$ cat src/rtl/cmd_ts_arbiter_if.sv
// Requester and cmd_queue write-side signals of cmd_ts_arbiter.
// master is the arbiter's view; slave is the requesters/cmd_queue view.
interface cmd_ts_arbiter_if #(
  parameter int NREQ    = 4,
  parameter int TS_BITS = 30
);
  logic [NREQ-1:0]         req_valid;
  logic [NREQ-1:0]         req_ready;
  logic [NREQ*TS_BITS-1:0] req_data;
  logic [NREQ-1:0]         req_done;
  logic [NREQ-1:0]         req_late;
  logic                    newcmd_valid;
  logic                    newcmd_ready;
  logic [TS_BITS-1:0]      newcmd_data;

  modport master (
    input  req_valid, req_data, newcmd_ready,
    output req_ready, req_done, req_late, newcmd_valid, newcmd_data
  );

  modport slave (
    output req_valid, req_data, newcmd_ready,
    input  req_ready, req_done, req_late, newcmd_valid, newcmd_data
  );
endinterface

$ cat src/rtl/cmd_ts_arbiter.sv
// Round-robin, credit-gated arbiter for the cmd_queue write port with owner tracking.
// Optional macro CMD_ARB_ORDER_CHECK_EN rejects timestamps older than the last issued one.
module cmd_ts_arbiter #(
  parameter int NREQ           = 4,
  parameter int TS_BITS        = 30,
  parameter int CMD_QUEUE_BITS = 5
) (
  input  logic                    newcmd_clk,
  input  logic                    newcmd_reset,
  cmd_ts_arbiter_if.master        bus,
  input  logic                    cmd_done,
  output logic [CMD_QUEUE_BITS:0] credits,
  output logic                    err_underflow
);

  localparam int IDX_W   = (NREQ > 1) ? $clog2(NREQ) : 1;
  localparam int CREDITS = 2 ** CMD_QUEUE_BITS;

  typedef enum logic {ST_ARB, ST_ISSUE} state_t;

  state_t                    state;
  logic [IDX_W-1:0]          rr_ptr;
  logic [IDX_W-1:0]          winner;
  logic [IDX_W-1:0]          win_idx;
  logic                      found;
  logic [TS_BITS-1:0]        win_ts;
  logic                      win_late;
  logic                      grant;
  logic                      reject;
  logic                      issue;
  logic                      pop;
  logic                      fifo_empty;
  logic [IDX_W-1:0]          tag_mem [CREDITS];
  logic [CMD_QUEUE_BITS-1:0] wr_ptr;
  logic [CMD_QUEUE_BITS-1:0] rd_ptr;

  function automatic logic [IDX_W-1:0] next_idx(input logic [IDX_W-1:0] i);
    return (int'(i) == NREQ - 1) ? '0 : i + 1'b1;
  endfunction

  // NOTE: every variable assigned in always_comb gets a default first so no latch is inferred.
  always_comb begin
    logic [IDX_W-1:0] cand;
    cand    = '0;
    found   = 1'b0;
    win_idx = '0;
    for (int k = 0; k < NREQ; k++) begin
      cand = IDX_W'((int'(rr_ptr) + k) % NREQ);
      if (!found && bus.req_valid[cand]) begin
        found   = 1'b1;
        win_idx = cand;
      end
    end
  end

  assign win_ts = bus.req_data[win_idx*TS_BITS +: TS_BITS];

`ifdef CMD_ARB_ORDER_CHECK_EN
  logic [TS_BITS-1:0] last_issued_ts;
  logic               have_last;

  // Late means the modular distance from the last issued timestamp is negative.
  assign win_late = have_last && ($signed(TS_BITS'(win_ts - last_issued_ts)) < 0);

  always_ff @(posedge newcmd_clk or posedge newcmd_reset) begin
    if (newcmd_reset) begin
      last_issued_ts <= '0;
      have_last      <= 1'b0;
    end else if (issue) begin
      last_issued_ts <= bus.newcmd_data;
      have_last      <= 1'b1;
    end
  end
`else
  assign win_late = 1'b0;
`endif

  assign fifo_empty = (credits == (CMD_QUEUE_BITS+1)'(CREDITS));
  assign issue      = bus.newcmd_valid & bus.newcmd_ready;
  assign pop        = cmd_done & ~fifo_empty;
  assign reject     = (state == ST_ARB) & found & win_late;
  assign grant      = (state == ST_ARB) & found & ~win_late & (credits != '0);

  // Accept/reject must be seen in the handshake cycle itself, otherwise a
  // still-valid requester would be granted a second time on the next ARB cycle.
  assign bus.req_ready = issue  ? (NREQ'(1) << winner)  :
                         reject ? (NREQ'(1) << win_idx) : '0;
  assign bus.req_late  = reject ? (NREQ'(1) << win_idx) : '0;

  // NOTE: sequential state uses non-blocking assignments so every flop samples pre-edge values.
  always_ff @(posedge newcmd_clk or posedge newcmd_reset) begin
    if (newcmd_reset) begin
      state            <= ST_ARB;
      rr_ptr           <= '0;
      winner           <= '0;
      bus.newcmd_valid <= 1'b0;
      bus.newcmd_data  <= '0;
    end else begin
      case (state)
        ST_ARB: begin
          if (grant) begin
            winner           <= win_idx;
            bus.newcmd_data  <= win_ts;
            bus.newcmd_valid <= 1'b1;
            state            <= ST_ISSUE;
          end else if (reject) begin
            rr_ptr <= next_idx(win_idx);
          end
        end
        ST_ISSUE: begin
          if (bus.newcmd_ready) begin
            bus.newcmd_valid <= 1'b0;
            rr_ptr           <= next_idx(winner);
            state            <= ST_ARB;
          end
        end
        default: state <= ST_ARB;
      endcase
    end
  end

  always_ff @(posedge newcmd_clk or posedge newcmd_reset) begin
    if (newcmd_reset) begin
      credits       <= (CMD_QUEUE_BITS+1)'(CREDITS);
      wr_ptr        <= '0;
      rd_ptr        <= '0;
      bus.req_done  <= '0;
      err_underflow <= 1'b0;
    end else begin
      bus.req_done <= pop ? (NREQ'(1) << tag_mem[rd_ptr]) : '0;
      if (issue) wr_ptr <= wr_ptr + 1'b1;
      if (pop)   rd_ptr <= rd_ptr + 1'b1;
      if (cmd_done && fifo_empty) err_underflow <= 1'b1;
      case ({issue, pop})
        2'b10:   credits <= credits - 1'b1;
        2'b01:   credits <= credits + 1'b1;
        default: credits <= credits;
      endcase
    end
  end

  // NOTE: tag storage is not reset; the pointers and credits define which entries are valid.
  always_ff @(posedge newcmd_clk) begin
    if (issue) tag_mem[wr_ptr] <= winner;
  end

endmodule

$ cat src/flat_wrapper.sv
// flat-port wrapper written by rule: the top's interface ports become plain ports
module cmd_ts_arbiter_flat 
#(
  parameter int NREQ           = 4,
  parameter int TS_BITS        = 30,
  parameter int CMD_QUEUE_BITS = 5
)
  (newcmd_clk, newcmd_reset, cmd_done, credits, err_underflow, bus_req_valid, bus_req_data, bus_newcmd_ready, bus_req_ready, bus_req_done, bus_req_late, bus_newcmd_valid, bus_newcmd_data);
  cmd_ts_arbiter_if #(.NREQ(NREQ), .TS_BITS(TS_BITS)) bus_i ();
  input  logic newcmd_clk;
  input  logic newcmd_reset;
  input  logic cmd_done;
  output logic [CMD_QUEUE_BITS:0] credits;
  output logic err_underflow;
  input wire logic [$bits(bus_i.req_valid)-1:0] bus_req_valid;
  input wire logic [$bits(bus_i.req_data)-1:0] bus_req_data;
  input wire logic [$bits(bus_i.newcmd_ready)-1:0] bus_newcmd_ready;
  output wire logic [$bits(bus_i.req_ready)-1:0] bus_req_ready;
  output wire logic [$bits(bus_i.req_done)-1:0] bus_req_done;
  output wire logic [$bits(bus_i.req_late)-1:0] bus_req_late;
  output wire logic [$bits(bus_i.newcmd_valid)-1:0] bus_newcmd_valid;
  output wire logic [$bits(bus_i.newcmd_data)-1:0] bus_newcmd_data;
  assign bus_i.req_valid = bus_req_valid;
  assign bus_i.req_data = bus_req_data;
  assign bus_i.newcmd_ready = bus_newcmd_ready;
  assign bus_req_ready = bus_i.req_ready;
  assign bus_req_done = bus_i.req_done;
  assign bus_req_late = bus_i.req_late;
  assign bus_newcmd_valid = bus_i.newcmd_valid;
  assign bus_newcmd_data = bus_i.newcmd_data;
  cmd_ts_arbiter #(.NREQ(NREQ), .TS_BITS(TS_BITS), .CMD_QUEUE_BITS(CMD_QUEUE_BITS)) u_core (.newcmd_clk(newcmd_clk), .newcmd_reset(newcmd_reset), .bus(bus_i), .cmd_done(cmd_done), .credits(credits), .err_underflow(err_underflow));
endmodule
$ cat config.mk
export PLATFORM = sky130hd
export DESIGN_NAME = cmd_ts_arbiter_flat
export DESIGN_NICKNAME = d
export VERILOG_FILES = /design/src/rtl/cmd_ts_arbiter_if.sv /design/src/rtl/cmd_ts_arbiter.sv /design/src/flat_wrapper.sv
export SDC_FILE = /design/constraint.sdc
export NUM_CORES = 1
export LEC_CHECK = 0
export BUFFER_PORTS_ARGS = -buffer_cell sky130_fd_sc_hd__buf_2
export CAP_MARGIN = 30
export CORE_MARGIN = 4
export CORE_UTILIZATION = 40
export DETAILED_ROUTE_END_ITERATION = 8
export SKIP_CTS_REPAIR_TIMING = 1
export SLEW_MARGIN = 20
export SYNTH_ARGS = -nofsm -noshare
export SYNTH_HDL_FRONTEND = slang
export SYNTH_SLANG_ARGS = --single-unit
export TNS_END_PERCENT = 10
$ cat constraint.sdc
create_clock -name newcmd_clk -period 3.94 [get_ports newcmd_clk]
set_clock_uncertainty 0.15 [all_clocks]
set_input_delay 0.394 -clock newcmd_clk [delete_from_list [all_inputs] [get_ports newcmd_clk]]
set_output_delay 0.394 -clock newcmd_clk [all_outputs]
set_load 0.02 [all_outputs]
==> run summary, run 1 <==
The flow ran to the end, but the final reports show violations. The checks that failed: negative hold slack. The logs give 2 for the number of buffers between clock root and the deepest sink and 0.218 for the global-route track usage on met1. In this run the power density over the cells is 796 nW/um2. After the first detailed-routing iteration, the DRC count stood at 335.

For this run, the leading register cell type out of synthesis is sky130_fd_sc_hd__edfxtp_1. The most common cell in the synthesized netlist is sky130_fd_sc_hd__mux2i_1. The logs give 3350 um2 for the area occupied by registers and 302 MHz for the maximum achievable frequency. The total area of multi-input combinational cells came out at 2390 um2. Detailed placement finished with a half-perimeter wire length of 10,900 um. The most utilized layer in the global route result was met2. The clock sink count is 121, and the wire length per cell is 17.9 um. The die height was 130 um. For the required time at the worst-slack endpoint, the log shows 4.13 ns.

Clock latency on the worst-skew pair, taken at its later pin, is 0.41 ns. Fill cells in the final layout number 1,275. The synthesized design spends more area on one cell type than any other, namely sky130_fd_sc_hd__edfxtp_1. Setup repair after global routing left no endpoint under its margin. The number of vias in the routed layout is 4,371. In this design, the stage delay of the slowest critical-path cell is 0.54 ns.

For this run, the number of Yosys warnings is 0. The initial standard-cell utilization of the core was 0.408. The reported net switching power came out at 2.25 mW. For this design, the slowest cell found on the critical path is sky130_fd_sc_hd__or4_1. The setup TNS was 0 ns. TritonCTS built the clock tree.

Combinational share of power: 0.411. Across the run, the number of max-cap violations was 0. The critical setup path kind is flop to flop. The fraction of post-synthesis cell area in the top cell type by area was 0.324; the post-synthesis area per instance was 12.9 um2. The total count of hold-check failures in the final report was 33. The die covers 16,900 um2. The tools report the core outline area as 14,500 um2. Synthesis handed over a netlist of 460 instances. The share of flip-flops with an asynchronous set or reset was 0.471; the share of the clock period used by the worst path after layout was 0.841. The tools report the final instance area as 7550 um2.

For this run, design rule violations remaining after detail routing come to 0. The kind of end point of the critical path is a flop. The number of global-route vias before repair came out at 4,273. The highest fanout seen on the critical path is 6. Ranked by total cell area, the synthesized netlist is headed by sky130_fd_sc_hd__edfxtp_1 (32%), sky130_fd_sc_hd__dfrtp_1 (24%), sky130_fd_sc_hd__mux2i_1 (11%). The tree is rooted in a sky130_fd_sc_hd__clkbuf_16. Portion of the post-synthesis area used by sequential elements: 0.564.

The classification of the worst-slack hold path was primary input to async pin. Traced cell by cell, the critical path runs through or4_1 -> nor2_1 -> nand2_1 -> nand2_1 -> inv_2 -> ha_1 -> inv_1 -> ha_1 -> a21o_1 -> a21oi_1 -> nand4b_1 -> nand4_1 -> xnor2_1. The reported leakage power was 3.33 nW. For the largest net degree at the start of global routing, the log shows 56.

The run gives 0.0405 as the fraction of met3 tracks used by global routing. The antenna violation net count after detailed routing is 0. TritonCTS created 17 clock buffers. The global-route met2 utilization came out at 0.289.

Hold slack: -0.0286 ns. From synthesis to final layout, the design area changed by 27.2%. For the netlist area before placement, the log shows 5940 um2. The chip width was 130 um. The logs give 0.172 for the total routing resource utilization after global routing and 47 for the number of distinct library cells after synthesis.

The synthesized design contains 64 enable-type register cells. The average via count per standard cell was 5.29; the slew of the pin with the lowest slew margin was 0.824 ns. Before antenna repair, the detailed router went through 4 iterations. Setup violations remaining at the end of the flow were counted as 0.

In this run the number of H-tree levels came out at 4. The total of buffers placed on input and output ports was 173. Routability-driven placement finished with a final weighted congestion of 0.854. For this design the top-level I/O count stands at 178. The tools report the element type at the critical path start as a flop.

After synthesis, the most frequently instantiated cells are sky130_fd_sc_hd__mux2i_1 (65), sky130_fd_sc_hd__edfxtp_1 (64), sky130_fd_sc_hd__dfrtp_1 (56). The placed instances occupy a cell area of 7000 um2. The synthesized design contains 121 register bits. The cell-internal power was 3.76 mW; the fraction of layout instances using a drive strength above 1 was 0.361. The initial antenna violation count is 0, and the count of standard-cell rows is 44. The global-route wire length before repair came out at 22,000 um. The final layout contains 773 nets.

The run gives 0.237 as the clock network fraction of total power. Data arrives at the worst endpoint at 3.50 ns. The max-slew violation count was 0. 0 antenna diodes ended up in the layout. After layout, the minimum clock period comes to 3.31 ns. Clock-pin slew was measured on the worst setup and hold paths at 0.05 ns. The total overflow left after global routing is 0. Across the VDD grid, the largest voltage drop is 369 uV. The relative max-transition margin is 0.451, and the switching share of power is 0.375. The logs give 0.353 for the share of total power in sequential cells and 14,800 um for the wire length after detailed routing.
## critical path, delay by kind of cell, from the launching register on
family	cells	cell delay, ns
compound gates	2	0.42
xor+xnor	1	0.15
fa+ha+maj	2	0.51
buf+inv	2	0.29
flops	1	0.43
simple gates	6	1.29
## path summary, 6_finish.rpt
| kind | start | endpoint | slack (ns) | cells past startpoint |
|---|---|---|---|---|
| setup / recovery | u_core.credits[1]$_DFFE_PP0P_ | u_core.credits[5]$_DFFE_PP1P_ | 0.63 | 13 |
| hold / removal | newcmd_reset | u_core.bus.newcmd_data[14]$_DFFE_PP0P_ | -0.03 | 2 |
| setup reg to reg | u_core.credits[1]$_DFFE_PP0P_ | u_core.credits[5]$_DFFE_PP1P_ | 0.63 | 13 |
| hold reg to reg | u_core.err_underflow$_DFFE_PP0P_ | u_core.err_underflow$_DFFE_PP0P_ | 0.30 | 1 |
| max in group asynchronous | newcmd_reset | u_core.bus.newcmd_data[7]$_DFFE_PP0P_ | 2.85 | 3 |
| min in group newcmd_clk | bus_newcmd_ready | u_core.state$_DFF_PP0_ | 0.08 | 2 |
## layout make-up
class / count / area share
repair buffers: 182 / 0.129
well taps: 184 / 0.0305
flip-flops and latches: 121 / 0.444
inverters: 13 / 0.00646
clock buffers: 31 / 0.0726
multi-input cells: 295 / 0.317
clock inverters: 1 / 0.000663
## flip-flops by register name (all words and copies together) (netlist names)
register and flops:
u_core.credits 6, u_core.rd_ptr 5, u_core.err_underflow 1, u_core.bus.newcmd_valid 1, u_core.tag_mem 64, u_core.wr_ptr 5, u_core.bus.req_done 4, u_core.state 1
u_core.winner 2, u_core.rr_ptr 2, u_core.bus.newcmd_data 30
## metrics by stage
stage	hold WS [ns]	worst slack (ns)	power (mW)	std cells	util
after floorplan	0.312	0.918	3.84	463	-
after global placement	0.302	0.763	4.54	793	0.479
after detailed placement	0.299	0.658	4.63	795	0.481
after CTS	-0.00724	0.628	6.07	827	0.519
after global routing	0.0426	0.441	6.37	827	0.519
final	-0.0286	0.627	6.01	827	0.519
## per-layer routing
| metal | vias up | share of wire |
|---|---|---|
| li1 | 2058 | - |
| met1 | 2176 | 0.42 |
| met2 | 118 | 0.53 |
| met3 | 19 | 0.042 |
| met4 | 0 | 0.014 |
| met5 | - | 0 |
## power by group through the flow
stage	sequential, mW	clock (mW)	combinational (mW)
3_5_place_dp	2.14	0	2.50
5_1_grt	2.17	1.51	2.69
6_report	2.12	1.42	2.47
3_3_place_gp	2.16	0	2.38
2_1_floorplan	2.24	0	1.59
4_1_cts	2.12	1.45	2.50
## kinds of logic (layout without fill, tap and decap cells)
logic type	after synthesis	count (layout)	share of synthesized area
adders and majority gates	15	15	0.0329
DFF	121	121	0.564
muxes	88	88	0.187
other	1	4	0.000632
buffers and inverters	47	227	0.0365
xor gates and xnor gates	12	12	0.0177
AOI/OAI and AO/OA	52	52	0.0670
and+or+nand+nor	124	124	0.0938
## cells in the final DEF (no fill, tap or decap), types with 6 or more instances in the layout
master / count
sky130_fd_sc_hd__nand2_1: 51
sky130_fd_sc_hd__mux2i_1: 65
sky130_fd_sc_hd__o21ai_1: 6
sky130_fd_sc_hd__clkbuf_8: 7
sky130_fd_sc_hd__clkbuf_1: 7
sky130_fd_sc_hd__xnor2_1: 10
sky130_fd_sc_hd__clkbuf_16: 17
sky130_fd_sc_hd__mux4_2: 18
sky130_fd_sc_hd__edfxtp_1: 64
sky130_fd_sc_hd__buf_2: 173
sky130_fd_sc_hd__inv_1: 11
sky130_fd_sc_hd__ha_1: 14
sky130_fd_sc_hd__o221ai_1: 30
sky130_fd_sc_hd__nor2_1: 40
sky130_fd_sc_hd__dfrtp_1: 56
(Power assumes the default switching activity.)
==> inputs of run 2 (changes only) <==
--- a/config.mk
+++ b/config.mk
@@ -10,6 +10,7 @@
 export CORE_MARGIN = 4
 export CORE_UTILIZATION = 40
 export DETAILED_ROUTE_END_ITERATION = 8
+export PLACE_DENSITY = 0.67
 export SKIP_CTS_REPAIR_TIMING = 1
 export SLEW_MARGIN = 20
 export SYNTH_ARGS = -nofsm -noshare
==> constraint.sdc (replaced) <==
create_clock -name newcmd_clk -period 2.9 [get_ports newcmd_clk]
set_clock_uncertainty 0.15 [all_clocks]
set_input_delay 0.29 -clock newcmd_clk [delete_from_list [all_inputs] [get_ports newcmd_clk]]
set_output_delay 0.29 -clock newcmd_clk [all_outputs]
set_load 0.02 [all_outputs]
==> run summary, run 2 (synthesized netlist as in run 1, its figures left out) <==
The net total in the final layout was 785 (+1.6%); the number of cells in the finished layout apart from fillers was 839 (+1.5%). Relative max-transition margin: 0.648 (+0.197). The run finished with clean final reports. The tools report the cell total after placement as 801 (+0.75%). The max-slew violation count came out at 0 (unchanged). The slack of the critical path is 0.148 ns (-0.479 ns). The number of H-tree levels is 4 (unchanged), and the chip width is 130 um (unchanged). In the layout the commonest cells are sky130_fd_sc_hd__buf_2 (173), sky130_fd_sc_hd__mux2i_1 (65), sky130_fd_sc_hd__edfxtp_1 (64). The count of max-cap constraint violations came out at 0 (unchanged). The total routing resource utilization after global routing was 0.168 (-0.00353). The total of buffers placed on input and output ports is 173 (unchanged), and the iteration-0 DRC count of the detailed router is 271 (-19%).

The antenna cell count is 0 (unchanged), and the number of remaining DRC errors is 0 (unchanged). The logs give 3.09 ns (-1.04 ns) for the required time at the worst-slack endpoint and 7670 um2 (+1.6%) for the final instance area. The run gives 0 (unchanged) as the initial antenna violation count. The die height works out to 130 um (unchanged).

The maximum achievable frequency was 363 MHz (+20%); the highest fanout seen on the critical path was 6 (unchanged). The power per cell area came out at 1080 nW/um2 (+35%). The leading cell type in the layout, fill and taps excluded is sky130_fd_sc_hd__buf_2.

STA classifies the critical path startpoint as a flop. The slew of the pin with the lowest slew margin is 0.528 ns (-0.296 ns), and the peak ir drop on the vdd network is 474 uV (+29%). The root cell of the clock tree is sky130_fd_sc_hd__clkbuf_16. The minimum setup slack after placement was -0.00140 ns (-0.659 ns); the source-to-sink clock delay at the later pin of the worst-skew pair was 0.41 ns (about the same).

The clock buffer count from CTS is 17 (unchanged). The area enclosed by the die boundary was 16,900 um2 (unchanged); the final HPWL from detailed placement was 10,500 um (-3.9%). The average via count per standard cell was 5.14 (-2.8%); the clock sink count was 121 (unchanged). The share of the clock period used by the worst path after layout was 0.949 (+0.108). The fraction of layout instances using a drive strength above 1 came out at 0.382 (+0.0209). The run gives 4 (unchanged) as the number of detailed-routing iterations run before antenna repair. The logs give 44 (unchanged) for the count of standard-cell rows and 2 (unchanged) for the number of buffers between clock root and the deepest sink. Total count of hold-check failures in the final report: 0 (-100%).

The final critical path time including I/O delays and setup works out to 2.75 ns (-0.561 ns). The global-route wire length before repair is 21,700 um (-1.3%), and the clock-pin slew on the worst setup and hold paths is 0.06 ns (about the same). The critical path in this run is classified as flop to flop. The number of global-route vias before repair was 4,367 (+2.2%). Kind of end point of the critical path: a flop. In the final layout, the registers with the most flip-flops are u_core.tag_mem: 64 flops, u_core.bus.newcmd_data: 30 flops, u_core.credits: 6 flops. In this run the worst hold path is classified as primary input to flop.

From synthesis to final layout, the design area changed by 29.3%. The arrival time at the worst endpoint is 2.94 ns (-0.56 ns). For the remaining global-route overflow, the log shows 0 (unchanged). For the number of setup violations in the final report, the log shows 0 (unchanged).

The flip-flop count of the largest register after layout is 64 (unchanged), and the final estimated routing congestion in global placement is 0.838 (-1.8%). The antenna violation net count after detailed routing is 0 (unchanged), and the number of vias in the routed layout is 4,310 (-1.4%). The total placed instance area is 7030 um2 (+0.50%), and the core outline area is 14,500 um2 (unchanged).

The reported leakage power was 3.37 nW (+1.2%); the initial standard-cell utilization of the core was 0.408 (unchanged). The wire length per cell works out to 17.1 um (-4.8%). TritonCTS built the clock tree. The wire length after detailed routing was 14,300 um (-3.4%). The largest register by flop count is u_core.tag_mem. The top-level port count was 178 (unchanged); the largest net degree at the start of global routing was 61 (+8.9%).
-- run 2: changes by cell type in the layout (fill, tap and decap cells not counted), moves of 2 or more --
cell                            delta
sky130_fd_sc_hd__buf_4            +11
sky130_fd_sc_hd__bufinv_16         +2
sky130_fd_sc_hd__clkinvlp_4        +5
sky130_fd_sc_hd__clkbuf_8          -7
sky130_fd_sc_hd__clkbuf_1          -6
sky130_fd_sc_hd__clkinv_1          +3
sky130_fd_sc_hd__buf_8             -2
sky130_fd_sc_hd__dlygate4sd3_1     +3
sky130_fd_sc_hd__clkinv_2          +2
-- run 2: layer usage --
layer | part of all wire | track usage | up-vias
li1 | - | - | 2079
met1 | 0.41 | 0.210 | 2107
met2 | 0.53 | 0.284 | 107
met3 | 0.041 | 0.0422 | 17
met4 | 0.016 | 0.0617 | 0
met5 | 0 | 0 | -
-- run 2: through the flow --
| step | hold WS [ns] | util | TNS (ns) | total power, mW |
|---|---|---|---|---|
| after CTS | -0.307 | 0.522 | -0.0142 | 8.31 |
| after global routing | 0.0515 | 0.528 | -0.0243 | 8.83 |
| after floorplan | 0.230 | - | 0 | 5.22 |
| after global placement | 0.130 | 0.484 | 0 | 6.17 |
| final | 0.0489 | 0.528 | 0 | 8.27 |
| after detailed placement | 0.137 | 0.484 | -0.00140 | 6.29 |
-- run 2: path summary, 6_finish.rpt --
kind,from,slack [ns],to,cells after the start
min reg2reg,u_core.err_underflow$_DFFE_PP0P_,0.32,u_core.err_underflow$_DFFE_PP0P_,1
min in group asynchronous,newcmd_reset,0.24,u_core.credits[4]$_DFFE_PP0P_,3
max reg2reg,u_core.credits[1]$_DFFE_PP0P_,0.15,u_core.credits[5]$_DFFE_PP1P_,13
max in group asynchronous,newcmd_reset,1.50,u_core.wr_ptr[4]$_DFFE_PP0P_,4
min,bus_req_data[29],0.05,u_core.bus.newcmd_data[29]$_DFFE_PP0P_,3
max,u_core.credits[1]$_DFFE_PP0P_,0.15,u_core.credits[5]$_DFFE_PP1P_,13
-- run 2: where the power goes --
part | internal (mW) | switching [mW] | total (mW)
combinational | 1.52 | 2.00 | 3.52
clock | 1.25 | 0.733 | 1.98
sequential | 2.40 | 0.377 | 2.77
total | 5.16 | 3.11 | 8.27
-- run 2: layout make-up --
type	count	area, um2
repair buffers	194	1060
clock buffers	18	429
inverters	13	51.3
well taps	184	230
flip-flops and latches	121	3350
fillers	1267	6860
clock inverters	14	133
multi-input cells	295	2420
-- run 2: worst max-delay path: stages (launching register included) --
cell,delay [ns]
sky130_fd_sc_hd__dfrtp_2,0.39
sky130_fd_sc_hd__or4_1,0.53
sky130_fd_sc_hd__nor2_2,0.14
sky130_fd_sc_hd__nand2_1,0.07
sky130_fd_sc_hd__nand2_2,0.10
sky130_fd_sc_hd__inv_4,0.07
sky130_fd_sc_hd__ha_4,0.16
sky130_fd_sc_hd__inv_2,0.09
sky130_fd_sc_hd__ha_1,0.24
sky130_fd_sc_hd__a21o_1,0.18
sky130_fd_sc_hd__a21oi_4,0.15
sky130_fd_sc_hd__nand4b_1,0.13
sky130_fd_sc_hd__nand4_1,0.10
sky130_fd_sc_hd__xnor2_1,0.17
==> inputs of run 3 (changes only) <==
--- a/config.mk
+++ b/config.mk
@@ -6,7 +6,6 @@
 export NUM_CORES = 1
 export LEC_CHECK = 0
 export BUFFER_PORTS_ARGS = -buffer_cell sky130_fd_sc_hd__buf_2
-export CAP_MARGIN = 30
 export CORE_MARGIN = 4
 export CORE_UTILIZATION = 40
 export DETAILED_ROUTE_END_ITERATION = 8
==> constraint.sdc (replaced) <==
create_clock -name newcmd_clk -period 2.9 [get_ports newcmd_clk]
set_clock_uncertainty 0.15 [all_clocks]
set_input_delay 0.58 -clock newcmd_clk [delete_from_list [all_inputs] [get_ports newcmd_clk]]
set_output_delay 0.58 -clock newcmd_clk [all_outputs]
set_load 0.02 [all_outputs]
==> run summary, run 3 (synthesized netlist as in run 1, its figures left out) <==
The relative max-transition margin is 0.478 (-0.170), and the initial standard-cell utilization of the core is 0.408 (unchanged). For the minimum setup slack after placement, the log shows 0.0263 ns (+0.0277 ns). Reported leakage power: 3.40 nW (+1.1%). The clock network fraction of total power was 0.252 (+0.013); the share of total power in sequential cells was 0.335 (about the same).

The area enclosed by the die boundary is 16,900 um2 (unchanged), and the number of remaining DRC errors is 0 (unchanged). The tools report the reported net switching power as 3.07 mW (-1.2%). Filler cell count in the final layout: 1,246 (-1.7%). The reg-to-reg critical path startpoint is u_core.credits[1]$_DFFE_PP0P_. The run finished with clean final reports. The cell-internal power is 5.33 mW (+3.2%), and the total buffers and inverters traversed by the critical path is 2 (unchanged). The largest registers in the layout are u_core.tag_mem: 64 flops, u_core.bus.newcmd_data: 30 flops, u_core.credits: 6 flops. STA classifies the critical path endpoint as a flop.

For the total count of hold-check failures in the final report, the log shows 0 (unchanged). The clock sink count is 121 (unchanged), and the total routing resource utilization after global routing is 0.169 (+0.000522). The switching share of power is 0.366 (-0.0101), and the final estimated routing congestion in global placement is 0.780 (-7.0%). Required time at the worst-slack endpoint: 3.08 ns (about the same).

The delay contributed by the slowest stage of the critical path works out to 0.54 ns (about the same). The share of the clock period used by the worst path after layout came out at 0.948 (about the same). The average via count per standard cell works out to 5.21 (+1.3%). For the slack of the critical path, the log shows 0.150 ns (+0.00209 ns). The initial antenna violation count is 0 (unchanged).

The wire length after detailed routing was 14,300 um (-0.33%); the top-level port count was 178 (unchanged). The run gives 22,000 um (+1.3%) as the global-route wire length before repair. The end point of the critical path is u_core.credits[5]$_DFFE_PP1P_. The area added between synthesis and finish was 29.9%.

The highest fanout seen on the critical path was 6 (unchanged). The total of buffers placed on input and output ports is 173 (unchanged). The run gives 0 (unchanged) as the max-slew violation count. The arrival time at the worst endpoint was 2.93 ns (about the same); the number of H-tree levels was 4 (unchanged). The antenna violation net count after detailed routing is 0 (unchanged). The run gives 10,600 um (+1.6%) as the final HPWL from detailed placement. The tools report the reg-to-reg endpoint as u_core.credits[5]$_DFFE_PP1P_. The slew of the pin with the lowest slew margin is 0.782 ns (+0.254 ns). Total power of the final layout: 8.40 mW (+1.5%). The number of detailed-routing iterations run before antenna repair is 4 (unchanged). The worst setup path is launched from a flop. Combinational share of power: 0.413 (-0.012). The net total in the final layout is 783 (-0.25%), and the chip width is 130 um (unchanged). The hold slack was 0.0505 ns (+0.00166 ns). Die height: 130 um (unchanged). The antenna cell count was 0 (unchanged); the length in cells of the worst reg-to-reg path was 13 (unchanged).

The fraction of layout instances using a drive strength above 1 was 0.387 (+0.00576). The critical setup path kind was flop to flop. The clock buffer count from CTS was 17 (unchanged). TritonCTS built the clock tree. Number of global-route vias before repair: 4,369 (+0.046%). Final critical path time including I/O delays and setup: 2.75 ns (-0.00209 ns).

The remaining global-route overflow was 0 (unchanged). The iteration-0 DRC count of the detailed router came out at 235 (-13%). On the critical path the largest part of the delay comes from simple AND/OR/NAND/NOR gates. For the count of standard-cell rows, the log shows 44 (unchanged).

For the number of buffers between clock root and the deepest sink, the log shows 2 (unchanged). The flip-flop count of the largest register after layout was 64 (unchanged); the reg-to-reg setup timing slack was 0.15 ns (about the same). The tools report the maximum achievable frequency as 364 MHz (about the same).

The first element of the critical path is u_core.credits[1]$_DFFE_PP0P_. The run gives 4,357 (+1.1%) as the number of vias in the routed layout. The register with the most flip-flops in the final layout is u_core.tag_mem. In the layout the commonest cells are sky130_fd_sc_hd__buf_2 (173), sky130_fd_sc_hd__mux2i_1 (65), sky130_fd_sc_hd__edfxtp_1 (64).

Peak ir drop on the vdd network: 498 uV (+5.2%). The leading cell type in the layout, fill and taps excluded is sky130_fd_sc_hd__buf_2. The depth of the critical timing path with buffers and inverters included was 13 (unchanged). The final core utilization is 0.531 (+0.00275).

The root cell of the clock tree was sky130_fd_sc_hd__clkbuf_16. Wire length per cell: 17.0 um (about the same). The count of max-cap constraint violations was 0 (unchanged); the core outline area was 14,500 um2 (unchanged).

The clock-pin slew on the worst setup and hold paths is 0.05 ns (about the same). The source-to-sink clock delay at the later pin of the worst-skew pair is 0.41 ns (about the same). Power per cell area: 1090 nW/um2 (+1.0%). The number of setup violations in the final report came out at 0 (unchanged).

Largest net degree at the start of global routing: 47 (-23%). Walking the worst path, the cells encountered are or4_4 -> nor2_4 -> nand2_1 -> nand2_2 -> inv_2 -> ha_4 -> inv_4 -> ha_1 -> a21o_1 -> a21oi_2 -> nand4b_1 -> nand4_1 -> xnor2_1. On the critical path, the stage with the largest delay is an instance of sky130_fd_sc_hd__or4_4. The classification of the worst-slack hold path is primary input to async pin.
run 3: cell types whose count changed in the layout (fill, tap and decap cells not counted), moves of 2 or more:
| cell | before | now |
|---|---|---|
| sky130_fd_sc_hd__clkinvlp_4 | 5 | 1 |
| sky130_fd_sc_hd__bufinv_16 | 2 | 0 |
| sky130_fd_sc_hd__clkbuf_1 | 1 | 3 |
| sky130_fd_sc_hd__clkinv_1 | 3 | 0 |
| sky130_fd_sc_hd__dlygate4sd3_1 | 3 | 0 |
| sky130_fd_sc_hd__clkbuf_16 | 17 | 21 |
| sky130_fd_sc_hd__clkbuf_8 | 0 | 5 |
run 3: metrics by stage:
step | std cells | TNS, ns | cell area [um2]
final | 837 | 0 | 7710
after CTS | 832 | 0 | 7650
after detailed placement | 800 | 0 | 7020
after floorplan | 463 | 0 | 5950
after global placement | 800 | 0 | 7020
after global routing | 837 | -0.0162 | 7710
run 3: routing by layer:
metal | vias up | global-route usage | routed length [um]
met4 | 0 | 0.0581 | 224
met2 | 116 | 0.288 | 7470
met5 | - | 0 | 0
met3 | 19 | 0.0422 | 633
li1 | 2076 | - | -
met1 | 2146 | 0.209 | 5930
run 3: power groups by stage:
stage / Combinational [mW] / Clock, mW / Sequential [mW]
after global routing: 3.82 / 2.25 / 2.88
after CTS: 3.45 / 2.16 / 2.81
after detailed placement: 3.44 / 0 / 2.83
after floorplan: 2.17 / 0 / 3.05
after global placement: 3.34 / 0 / 2.81
final: 3.47 / 2.12 / 2.81
run 3: area by class of cell:
| cell class | count | area [um2] | share of cell area |
|---|---|---|---|
| clock buffer | 29 | 606 | 0.0785 |
| clock inverter | 3 | 17.5 | 0.00227 |
| inverter | 13 | 51.3 | 0.00665 |
| multi-input combinational | 295 | 2420 | 0.314 |
| sequential | 121 | 3350 | 0.434 |
| tap | 184 | 230 | 0.0298 |
| timing repair buffer | 192 | 1030 | 0.134 |
run 3: worst min-delay path by stage:
stage	start	to	slack [ns]	cells after the start
floorplan	u_core.rr_ptr[0]$_DFFE_PP0P_	u_core.rr_ptr[0]$_DFFE_PP0P_	0.31	2
global placement	u_core.err_underflow$_DFFE_PP0P_	u_core.err_underflow$_DFFE_PP0P_	0.30	1
detailed placement	u_core.bus.newcmd_data[8]$_DFFE_PP0P_	u_core.bus.newcmd_data[8]$_DFFE_PP0P_	0.32	2
CTS	newcmd_reset	u_core.bus.newcmd_data[9]$_DFFE_PP0P_	0.05	2
global route	newcmd_reset	u_core.bus.newcmd_data[9]$_DFFE_PP0P_	0.07	2
finish	newcmd_reset	u_core.bus.newcmd_data[9]$_DFFE_PP0P_	0.05	2
